==> src/rtl/alu_pkg.sv <==
// rtl/alu_pkg.sv - shared constants, FSM state type and flag-mask helpers for alu_issue_ctrl
//
// Holds the ALU operation codes, the datapath width, the controller state
// encoding and the two helpers that say which ALU flags are meaningful for
// a given operation.

package alu_pkg;

    localparam int WIDTH = 16;

    // ALU operation codes; 15 never reaches the ALU and selects the
    // controller-owned multiplier instead.
    localparam logic [3:0] OP_ADD   = 4'd0;
    localparam logic [3:0] OP_SUB   = 4'd1;
    localparam logic [3:0] OP_AND   = 4'd2;
    localparam logic [3:0] OP_OR    = 4'd3;
    localparam logic [3:0] OP_XOR   = 4'd4;
    localparam logic [3:0] OP_NOT   = 4'd5;
    localparam logic [3:0] OP_SHL   = 4'd6;
    localparam logic [3:0] OP_SHR   = 4'd7;
    localparam logic [3:0] OP_PASSA = 4'd8;
    localparam logic [3:0] OP_INC   = 4'd9;
    localparam logic [3:0] OP_DEC   = 4'd10;
    localparam logic [3:0] OP_NOP   = 4'd11;
    localparam logic [3:0] OP_CMOVZ = 4'd12;
    localparam logic [3:0] OP_MULH  = 4'd13;
    localparam logic [3:0] OP_MULL  = 4'd14;
    localparam logic [3:0] OP_MUL   = 4'd15;

    // ST_MFIX is only entered when signed multiply is built in.
    typedef enum logic [2:0] {
        ST_IDLE  = 3'd0,
        ST_ISSUE = 3'd1,
        ST_CAPT  = 3'd2,
        ST_MUL   = 3'd3,
        ST_MDONE = 3'd4,
        ST_MFIX  = 3'd5
    } state_t;

    // Negative and overflow are only defined for the arithmetic operations.
    function automatic logic has_arith_flags(input logic [3:0] op);
        return (op == OP_ADD) || (op == OP_SUB) || (op == OP_INC) || (op == OP_DEC);
    endfunction

    // Zero reports the condition of the conditional move and nothing else.
    function automatic logic has_zero_flag(input logic [3:0] op);
        return (op == OP_CMOVZ);
    endfunction

endpackage

==> src/rtl/alu_issue_ctrl_mul.sv <==
// rtl/alu_issue_ctrl_mul.sv - iterative shift-add multiplier (module alu_seq_mul)
//
// Unsigned WIDTH x WIDTH multiply, one partial-product step per cycle.
// Ports:
//   clk, rst_n        clock, synchronous active-low reset
//   start             load operands and begin; ignored state is overwritten
//   mcand, mplier     multiplicand / multiplier, sampled with start
//   done              high during the final iteration cycle
//   product           2*WIDTH accumulator; complete after the done edge

module alu_seq_mul #(
    parameter int WIDTH      = 16,
    parameter int MUL_CYCLES = 16
) (
    input  logic                 clk,
    input  logic                 rst_n,
    input  logic                 start,
    input  logic [WIDTH-1:0]     mcand,
    input  logic [WIDTH-1:0]     mplier,
    output logic                 done,
    output logic [2*WIDTH-1:0]   product
);

    localparam int CNT_W = $clog2(MUL_CYCLES);

    logic [2*WIDTH-1:0] acc;
    logic [WIDTH-1:0]   mcand_q;
    logic [CNT_W-1:0]   cnt;
    logic               busy;
    logic [WIDTH:0]     sum;

    // The upper half accumulates, the lower half starts as the multiplier
    // and is shifted out one bit per step, so after MUL_CYCLES steps the
    // whole register holds the product.
    always_comb begin
        sum = {1'b0, acc[2*WIDTH-1:WIDTH]};
        if (acc[0]) begin
            sum = sum + {1'b0, mcand_q};
        end
    end

    assign done    = busy && (cnt == CNT_W'(MUL_CYCLES - 1));
    assign product = acc;

    always_ff @(posedge clk) begin
        if (!rst_n) begin
            acc     <= '0;
            mcand_q <= '0;
            cnt     <= '0;
            busy    <= 1'b0;
        end else if (start) begin
            acc     <= {{WIDTH{1'b0}}, mplier};
            mcand_q <= mcand;
            cnt     <= '0;
            busy    <= 1'b1;
        end else if (busy) begin
            acc <= {sum, acc[WIDTH-1:1]};
            cnt <= cnt + 1'b1;
            if (done) begin
                busy <= 1'b0;
            end
        end
    end

endmodule

==> src/rtl/alu_issue_ctrl.sv <==
// rtl/alu_issue_ctrl.sv - issue/capture sequencer in front of the 16-bit registered ALU
//
// Accepts one request at a time, drives the ALU inputs, captures the ALU
// result two cycles later and returns it as a one-cycle response. Opcode 15
// runs the internal multiplier whose product feeds the ALU mulH/mulL inputs.
// Optional build macro: MUL_SIGNED_EN (two's complement multiply, adds MFIX).
// Ports:
//   clk, rst_n                       clock, synchronous active-low reset
//   req_valid/req_ready              request handshake (ready only in IDLE)
//   req_op, req_a, req_b             opcode and operands
//   rsp_valid, rsp_result            one-cycle response pulse and result
//   rsp_neg, rsp_zero, rsp_ovf       flags masked to the ops that define them
//   alu_codop, alu_op1, alu_op2      registered ALU inputs
//   alu_res, alu_neg/zero/ovf        registered ALU outputs
//   mul_hi, mul_lo                   last completed product to ALU mulH/mulL

module alu_issue_ctrl #(
    parameter int WIDTH      = 16,
    parameter int MUL_CYCLES = 16
) (
    input  logic             clk,
    input  logic             rst_n,
    input  logic             req_valid,
    output logic             req_ready,
    input  logic [3:0]       req_op,
    input  logic [WIDTH-1:0] req_a,
    input  logic [WIDTH-1:0] req_b,
    output logic             rsp_valid,
    output logic [WIDTH-1:0] rsp_result,
    output logic             rsp_neg,
    output logic             rsp_zero,
    output logic             rsp_ovf,
    output logic [3:0]       alu_codop,
    output logic [WIDTH-1:0] alu_op1,
    output logic [WIDTH-1:0] alu_op2,
    input  logic [WIDTH-1:0] alu_res,
    input  logic             alu_neg,
    input  logic             alu_zero,
    input  logic             alu_ovf,
    output logic [WIDTH-1:0] mul_hi,
    output logic [WIDTH-1:0] mul_lo
);

    import alu_pkg::*;

    state_t             state;
    logic [3:0]         op_q;
    logic               accept;
    logic               mul_start;
    logic               mul_done;
    logic [WIDTH-1:0]   mul_a;
    logic [WIDTH-1:0]   mul_b;
    logic [2*WIDTH-1:0] mul_prod;
    logic [2*WIDTH-1:0] prod_final;

    // req_ready is a registered copy of "state is IDLE".
    assign accept    = req_valid && req_ready;
    assign mul_start = accept && (req_op == OP_MUL);

`ifdef MUL_SIGNED_EN
    logic               sign_q;
    logic [2*WIDTH-1:0] prod_q;

    // Unsigned multiply of magnitudes; -32768 negates to itself, which
    // reads correctly as unsigned 32768.
    always_comb begin
        mul_a = req_a[WIDTH-1] ? -req_a : req_a;
        mul_b = req_b[WIDTH-1] ? -req_b : req_b;
    end

    assign prod_final = prod_q;
`else
    assign mul_a      = req_a;
    assign mul_b      = req_b;
    assign prod_final = mul_prod;
`endif

    alu_seq_mul #(
        .WIDTH      (WIDTH),
        .MUL_CYCLES (MUL_CYCLES)
    ) u_mul (
        .clk     (clk),
        .rst_n   (rst_n),
        .start   (mul_start),
        .mcand   (mul_a),
        .mplier  (mul_b),
        .done    (mul_done),
        .product (mul_prod)
    );

    always_ff @(posedge clk) begin
        if (!rst_n) begin
            state      <= ST_IDLE;
            req_ready  <= 1'b1;
            rsp_valid  <= 1'b0;
            rsp_result <= '0;
            rsp_neg    <= 1'b0;
            rsp_zero   <= 1'b0;
            rsp_ovf    <= 1'b0;
            alu_codop  <= OP_NOP;
            alu_op1    <= '0;
            alu_op2    <= '0;
            mul_hi     <= '0;
            mul_lo     <= '0;
            op_q       <= '0;
`ifdef MUL_SIGNED_EN
            sign_q     <= 1'b0;
            prod_q     <= '0;
`endif
        end else begin
            rsp_valid <= 1'b0;
            case (state)
                ST_IDLE: begin
                    if (accept) begin
                        op_q      <= req_op;
                        req_ready <= 1'b0;
                        if (req_op == OP_MUL) begin
                            // ALU inputs are left alone so the ALU keeps
                            // recomputing the previous operation.
                            state <= ST_MUL;
`ifdef MUL_SIGNED_EN
                            sign_q <= req_a[WIDTH-1] ^ req_b[WIDTH-1];
`endif
                        end else begin
                            state     <= ST_ISSUE;
                            alu_codop <= req_op;
                            alu_op1   <= req_a;
                            alu_op2   <= req_b;
                        end
                    end
                end

                // ALU registers its inputs at the end of this cycle.
                ST_ISSUE: begin
                    state <= ST_CAPT;
                end

                ST_CAPT: begin
                    rsp_valid  <= 1'b1;
                    rsp_result <= alu_res;
                    rsp_neg    <= has_arith_flags(op_q) & alu_neg;
                    rsp_ovf    <= has_arith_flags(op_q) & alu_ovf;
                    rsp_zero   <= has_zero_flag(op_q) & alu_zero;
                    req_ready  <= 1'b1;
                    state      <= ST_IDLE;
                end

                // mul_done marks the edge carrying the last iteration.
                ST_MUL: begin
                    if (mul_done) begin
`ifdef MUL_SIGNED_EN
                        state <= ST_MFIX;
`else
                        state <= ST_MDONE;
`endif
                    end
                end

`ifdef MUL_SIGNED_EN
                ST_MFIX: begin
                    prod_q <= sign_q ? -mul_prod : mul_prod;
                    state  <= ST_MDONE;
                end
`endif

                // Product registers change only here, so the ALU never
                // sees a partial product on mulH/mulL.
                ST_MDONE: begin
                    mul_hi     <= prod_final[2*WIDTH-1:WIDTH];
                    mul_lo     <= prod_final[WIDTH-1:0];
                    rsp_valid  <= 1'b1;
                    rsp_result <= prod_final[WIDTH-1:0];
                    rsp_neg    <= 1'b0;
                    rsp_zero   <= 1'b0;
                    rsp_ovf    <= 1'b0;
                    req_ready  <= 1'b1;
                    state      <= ST_IDLE;
                end

                default: begin
                    req_ready <= 1'b1;
                    state     <= ST_IDLE;
                end
            endcase
        end
    end

endmodule
==> config.mk <==
export PLATFORM = sky130hd
export DESIGN_NAME = alu_issue_ctrl
export DESIGN_NICKNAME = d
export VERILOG_FILES = /design/src/rtl/alu_pkg.sv /design/src/rtl/alu_issue_ctrl_mul.sv /design/src/rtl/alu_issue_ctrl.sv
export SDC_FILE = /design/constraint.sdc
export NUM_CORES = 1
export LEC_CHECK = 0
export CORE_MARGIN = 4
export CORE_UTILIZATION = 50
export CTS_BUF_LIST = sky130_fd_sc_hd__clkbuf_16
export DETAILED_ROUTE_END_ITERATION = 10
export DONT_BUFFER_PORTS = 1
export SYNTH_ARGS = -nofsm -noshare
export SYNTH_HDL_FRONTEND = slang
export SYNTH_SLANG_ARGS = --single-unit
==> constraint.sdc <==
create_clock -name clk -period 3.8 [get_ports clk]
set_input_delay 0.57 -clock clk [delete_from_list [all_inputs] [get_ports clk]]
set_output_delay 0.57 -clock clk [all_outputs]
set_load 0.005 [all_outputs]
==> Word level (Yosys, flattened, before mapping) <==
Cells that the tools add are included.
{ "totals": {"register_bits": 149, "in_bits": 58, "output_inout_bits": 89, "elab_cells": 72} }
{ "classes": {"n_addsub": 2, "eq_ne": 12, "n_mux": 17, "n_bitwise": 6, "n_reduce_logical": 17} }
{ "op_table": {"columns": ["op", "n"], "rows": [
  ["$mux 16", 2],
  ["$pmux 16 s2", 1],
  ["$eq 4x4->1 const B", 5],
  ["$add 16x16->17", 1],
  ["$mux 17", 1],
  ["$pmux 3 s3", 1],
  ["$pmux 1 s2", 4],
  ["$eq 3x2->1 const B", 2],
  ["$mux 3", 2],
  ["$reduce_and 2->1", 3],
  ["$reduce_or 2->1", 3],
  ["$mux 1", 5],
  ["$add 4x1->4 const B", 1],
  ["$eq 4x1->1 const B", 1],
  ["$logic_not 4->1", 1],
  ["$ne 2x2->1 const B", 2],
  ["$reduce_bool 2->1", 2],
  ["$and 1x1->1", 3],
  ["$eq 3x1->1 const B", 1],
  ["$eq 3x3->1 const B", 1],
  ["$logic_and 1x1->1", 3],
  ["$logic_not 3->1", 1],
  ["$logic_or 1x1->1", 3],
  ["$not 1->1", 3],
  ["other kinds (2)", 2]
]} }

==> Longest topological paths before layout <==
{ "depth": {"word_depth": 6, "depth_mapped": 7, "depth_no_buf": 7} }

==> Cells and area by module <==
From an unflattened synthesis, not the netlist that was laid out.
{ "unflattened": {"hier_cells": 789, "area_unflattened_um2": 6795.3} }
{ "by_module_without_submodules": {"columns": ["mod", "instances", "cells_each", "area_per_inst_um2", "seq_area_each_um2"], "rows": [
  ["alu_issue_ctrl", 1, 429, 3706.1, 1921.8],
  ["alu_seq_mul", 1, 360, 3089.2, 1061.0]
]} }

==> Worst setup path after synthesis <==
OpenSTA, ideal clock, no wires.
{ "synth_timing": {"path_type": "register to register", "from": "reg u_mul.acc[20] (netlist: u_mul.product[20])", "to": "reg u_mul.acc[26] (netlist: u_mul.product[26])", "setup_ps": 91, "arrival_ps": 1862, "t_required_ps": 3709, "path_slack_ps": 1847, "stages_incl_launch_ff": 7, "n_path_buf": 0, "synth_period_minus_slack_ps": 1953, "cell_sequence": "dfxtp_1 ha_1 a2111oi_0 o21ai_0 a31oi_1 xor2_1 a311oi_1"} }
{ "synth_between": {"elab_chain_cells": 2} }
{ "synth_rtl": {"columns": ["item", "line_no", "source"], "rows": [
  ["start, declared", "alu_issue_ctrl_mul.sv:26", "logic [2*WIDTH-1:0] acc;"],
  ["start signal, assigned", "alu_issue_ctrl_mul.sv:52", "acc <= {{WIDTH{1'b0}}, mplier};"],
  ["start signal, assigned", "alu_issue_ctrl_mul.sv:57", "acc <= {sum, acc[WIDTH-1:1]};"],
  ["$add 16x16->17", "alu_issue_ctrl_mul.sv:38", "sum = sum + {1'b0, mcand_q};"],
  ["$mux 17", "alu_issue_ctrl_mul.sv:37", "if (acc[0]) begin"]
]} }
Every way passes these cells.
A chain may end at the register's enable or synchronous reset.

==> Worst setup path after layout <==
Ends and elaborated chain as after synthesis.

==> results by stage <==
Worst hold path:
- The count of cells along the worst hold path is 1.
- In this run the worst hold path is classified as input pin to flip-flop.
- The worst min-delay path endpoint is alu_codop[3]$_SDFFE_PN1P_.
- The source of the worst hold timing path is rst_n.

Pwr:
- The leakage power figure is ~2.5 nW.
- IR analysis of the VDD net gives a maximum drop of 0.286 mV.
- The cell area power density is around 490 nW/um2.
- The power consumption is 3.48 mW.

Die:
- The floorplan step set the die height to ~120 um.
- The core box area is between 10000 and 15000 um2.
- Measured along the x axis, the die boundary spans ~120 um.
- The initial standard-cell utilization of the core is about half.
- The number of rows created at floorplan is 41.
- During I/O placement, the number of pins put on the boundary was between 100 and 150.
- The full die area is 14700 um2.

Logic synthesis:
- In this run, synthesis inferred 0 flip-flops with an integrated enable.
- The leading register cell type out of synthesis is sky130_fd_sc_hd__dfxtp_1.
- For this run, asynchronously set or reset flops after synthesis account for 0%.
- For this run, the register share of the synthesized area comes to a little under half.
- The cell area that synthesis handed to floorplanning was roughly 6400 um2.
- The synthesized area per cell is about 8.2 um2.
- Synthesis produced a netlist whose cell count is 779.
- The number of distinct library cell variants in the gate-level netlist after synthesis is 52.
- Synthesis produced a netlist with a net count of 855.
- After synthesis the netlist holds a flip-flop and latch count of approximately 150.
- The number of warnings printed during yosys synthesis is 0.

Clock tree:
- Post-CTS repair changed the size of 0 cells.
- The tree is rooted in a sky130_fd_sc_hd__clkbuf_16.
- The buffers inserted during post-CTS setup optimization is 0.
- The clock passes through at most 2 buffers.
- The clock net in this run drives a total of around 150 sinks.
- TritonCTS built the clock tree.
- The number of hold buffers added after CTS was 0.
- The H-tree generated during clock tree synthesis spans 4 levels.
- After clock tree synthesis, the clock-pin slew on the worst setup and hold paths is approximately 0.060 ns.
- Buffers inserted during clock tree synthesis total 17.
- The clock latency at the later pin of the worst-skew pair is around 0.42 ns.

Critical path:
- The startpoint of the worst register-to-register path is u_mul.product[20]$_SDFFE_PP0P_.
- The worst endpoint required time is between 4 and 5 ns.
- Of all nets on the critical path, the largest fanout is 5.
- The depth of the worst register-to-register path is 6.
- The capture point of the worst reg-to-reg path is u_mul.product[26]$_SDFFE_PP0P_.
- The reg2reg setup slack is between 1.5 and 2 ns.
- The critical path is of the flip-flop to flip-flop type.
- The worst setup path is launched from a flip-flop.
- The endpoint type of the worst setup path is a flip-flop.
- Data arrives at the worst endpoint at ~2.6 ns.

STA:
- The transition time of the tightest slew-check pin is around 1.3 ns.
- Headroom to the max-slew limit came out at 15.1%.
- The number of failing setup endpoints in the final timing report is 0.
- The number of hold violations in the final report is 0.
- Setup repair after global routing left no endpoint under its margin.
- The max-slew violation count came to 0.
- The final total negative setup slack is 0 ns.
- The final worst-path cycle share is 60.0%.
- The worst clock skew is just over 0.01 ns.
- Derived from the worst setup path, the maximum achievable clock frequency is roughly 0.44 GHz.
- The routed design could run at a clock period as short as between 2 and 2.5 ns.

Placement:
- The number of placed instances, taps included, is between 900 and 1000.
- The count of buffers from port buffering is 0.
- The wire-length estimate of the detail-placed layout is around 12000 um.
- The global placer's final weighted congestion is 0.890.

Layout:
- The post-layout net count is ~830.
- The final standard cell count with taps included and fillers excluded is between 900 and 1000.
- The library cell used most frequently in the layout, excluding fill and tap cells, is sky130_fd_sc_hd__nand2_1.
- The final core utilization is a little under three fifths.
- The library cells used most frequently in the layout, excluding fill and tap cells, are sky130_fd_sc_hd__nand2_1 (230), sky130_fd_sc_hd__dfxtp_1 (148), sky130_fd_sc_hd__a21oi_1 (81).
- Compared with the post-synthesis result, the final layout area differs by 10.1%.
- The share of final-layout standard cells stronger than drive strength 1 is 5.86%.
- The number of antenna diodes in the final layout is 0.
- Counting the fill cells in the layout gives 1187.

Global route:
- The first-pass GRT wire length is ~27000 um.
- The global-route usage over all layers is a little under a quarter.
- The via count of the first global-routing pass was 5108.
- The largest net degree at the start of global routing is 50.
- The initial antenna violation count is 0.
- Summed over all layers, the global routing overflow is 0.

Routing:
- The violation count after the first detailed-routing iteration is roughly 370.
- After detailed routing, the total wire length is between 15000 and 20000 um.
- The per-cell routed wire length is roughly 18 um.
- The final antenna-violating net count is 0.
- The via count normalized by instance count is about 5.7.
- The iteration count of the initial detailed-routing pass is 5.
- The post-detailed-route DRC marker count is 0.
- The via count of the routed design is 5360.

Job:
- The tool flagged a number of max-cap violations equal to 0.

Run status:
- The run finished with clean final reports.
[per-stage QoR]
stage / instance area (um2) / setup slack, ns / hold slack, ns
3_5_place_dp: 6460 / 1.38 / 0.452
5_1_grt: 7040 / 1.27 / 0.210
2_1_floorplan: 6390 / 1.85 / 0.431
4_1_cts: 7040 / 1.53 / 0.209
3_3_place_gp: 6460 / 1.55 / 0.443
6_report: 7040 / 1.52 / 0.240
[worst max-delay path by stage]
stage / endpoint / startpoint
6_report: u_mul.product[26]$_SDFFE_PP0P_ / u_mul.product[20]$_SDFFE_PP0P_
5_1_grt: u_mul.product[26]$_SDFFE_PP0P_ / u_mul.product[20]$_SDFFE_PP0P_
4_1_cts: alu_op1[5]$_SDFFE_PN0P_ / state[0]$_SDFFE_PN0P_
3_5_place_dp: alu_op1[5]$_SDFFE_PN0P_ / req_op[2]
3_3_place_gp: alu_op1[9]$_SDFFE_PN0P_ / req_op[2]
2_1_floorplan: u_mul.product[26]$_SDFFE_PP0P_ / u_mul.product[20]$_SDFFE_PP0P_
[state kept, by name, indices dropped and copies added, names as in the netlist]
signal and count:
u_mul.busy 1, u_mul.product 32, alu_codop 4, rsp_neg 1, op_q 4, mul_hi 16, mul_lo 16, alu_op2 16
rsp_ovf 1, rsp_zero 1, req_ready 1, u_mul.cnt 4, state 3, rsp_valid 1, rsp_result 16, u_mul.mcand_q 16
alu_op1 16
[critical path, cell delays in order (launching register included)]
cell and delay, ns:
sky130_fd_sc_hd__dfxtp_1 0.34, sky130_fd_sc_hd__ha_1 0.38, sky130_fd_sc_hd__a2111oi_0 0.54, sky130_fd_sc_hd__o21ai_0 0.30, sky130_fd_sc_hd__a31oi_1 0.26, sky130_fd_sc_hd__xor2_1 0.10, sky130_fd_sc_hd__a311oi_1 0.27
[report_power, final]
group / switching, mW / internal, mW / total, mW / leakage (nW)
clock network: 0.652 / 1.02 / 1.68 / 0.285
registers: 0.0429 / 1.61 / 1.65 / 1.21
logic: 0.0993 / 0.0547 / 0.154 / 0.981
total: 0.794 / 2.69 / 3.48 / 2.47
[area by class of cell]
| type | count | area [um2] | area share, % |
|---|---|---|---|
| repair buffers | 9 | 67.6 | 0.959 |
| well taps | 172 | 215 | 3.06 |
| inverters | 5 | 18.8 | 0.267 |
| clock inverters | 13 | 158 | 2.24 |
| flip-flops and latches | 149 | 2980 | 42.4 |
| clock buffers | 17 | 425 | 6.04 |
| multi-input cells | 575 | 3170 | 45.1 |
[cell families (layout without fill, tap and decap cells)]
kind of cell / Yosys count / in the layout / synth area share (%)
buf+inv: 55 / 44 / 3.82
xor+xnor: 11 / 11 / 1.51
fa+ha+maj: 18 / 18 / 3.64
mux: 22 / 22 / 3.44
compound gates: 204 / 204 / 19.9
simple gates: 320 / 320 / 21.1
flops: 149 / 149 / 46.6
[cell usage after synthesis (6+ instances only)]
master	number	area [um2]
sky130_fd_sc_hd__clkbuf_1	38	143
sky130_fd_sc_hd__a21boi_1	10	75.1
sky130_fd_sc_hd__nor2_1	45	169
sky130_fd_sc_hd__buf_2	6	30.0
sky130_fd_sc_hd__xor2_1	7	61.3
sky130_fd_sc_hd__a31oi_1	22	138
sky130_fd_sc_hd__ha_1	17	213
sky130_fd_sc_hd__nand2_1	230	863
sky130_fd_sc_hd__nand3_1	9	45.0
sky130_fd_sc_hd__mux2i_1	22	220
sky130_fd_sc_hd__a21boi_0	19	143
sky130_fd_sc_hd__a211oi_1	23	173
sky130_fd_sc_hd__a21oi_1	81	405
sky130_fd_sc_hd__o21ai_0	18	90.1
sky130_fd_sc_hd__dfxtp_1	149	2980
[per-layer routing]
metal,share of wire (%),track usage [%],up-vias
li1,-,-,2652
met1,48,33.6,2489
met2,42,31.7,197
met3,8.2,7.23,22
met4,1.4,7.29,0
met5,0,0,-
Note: power is estimated with default switching activity, not from simulation.
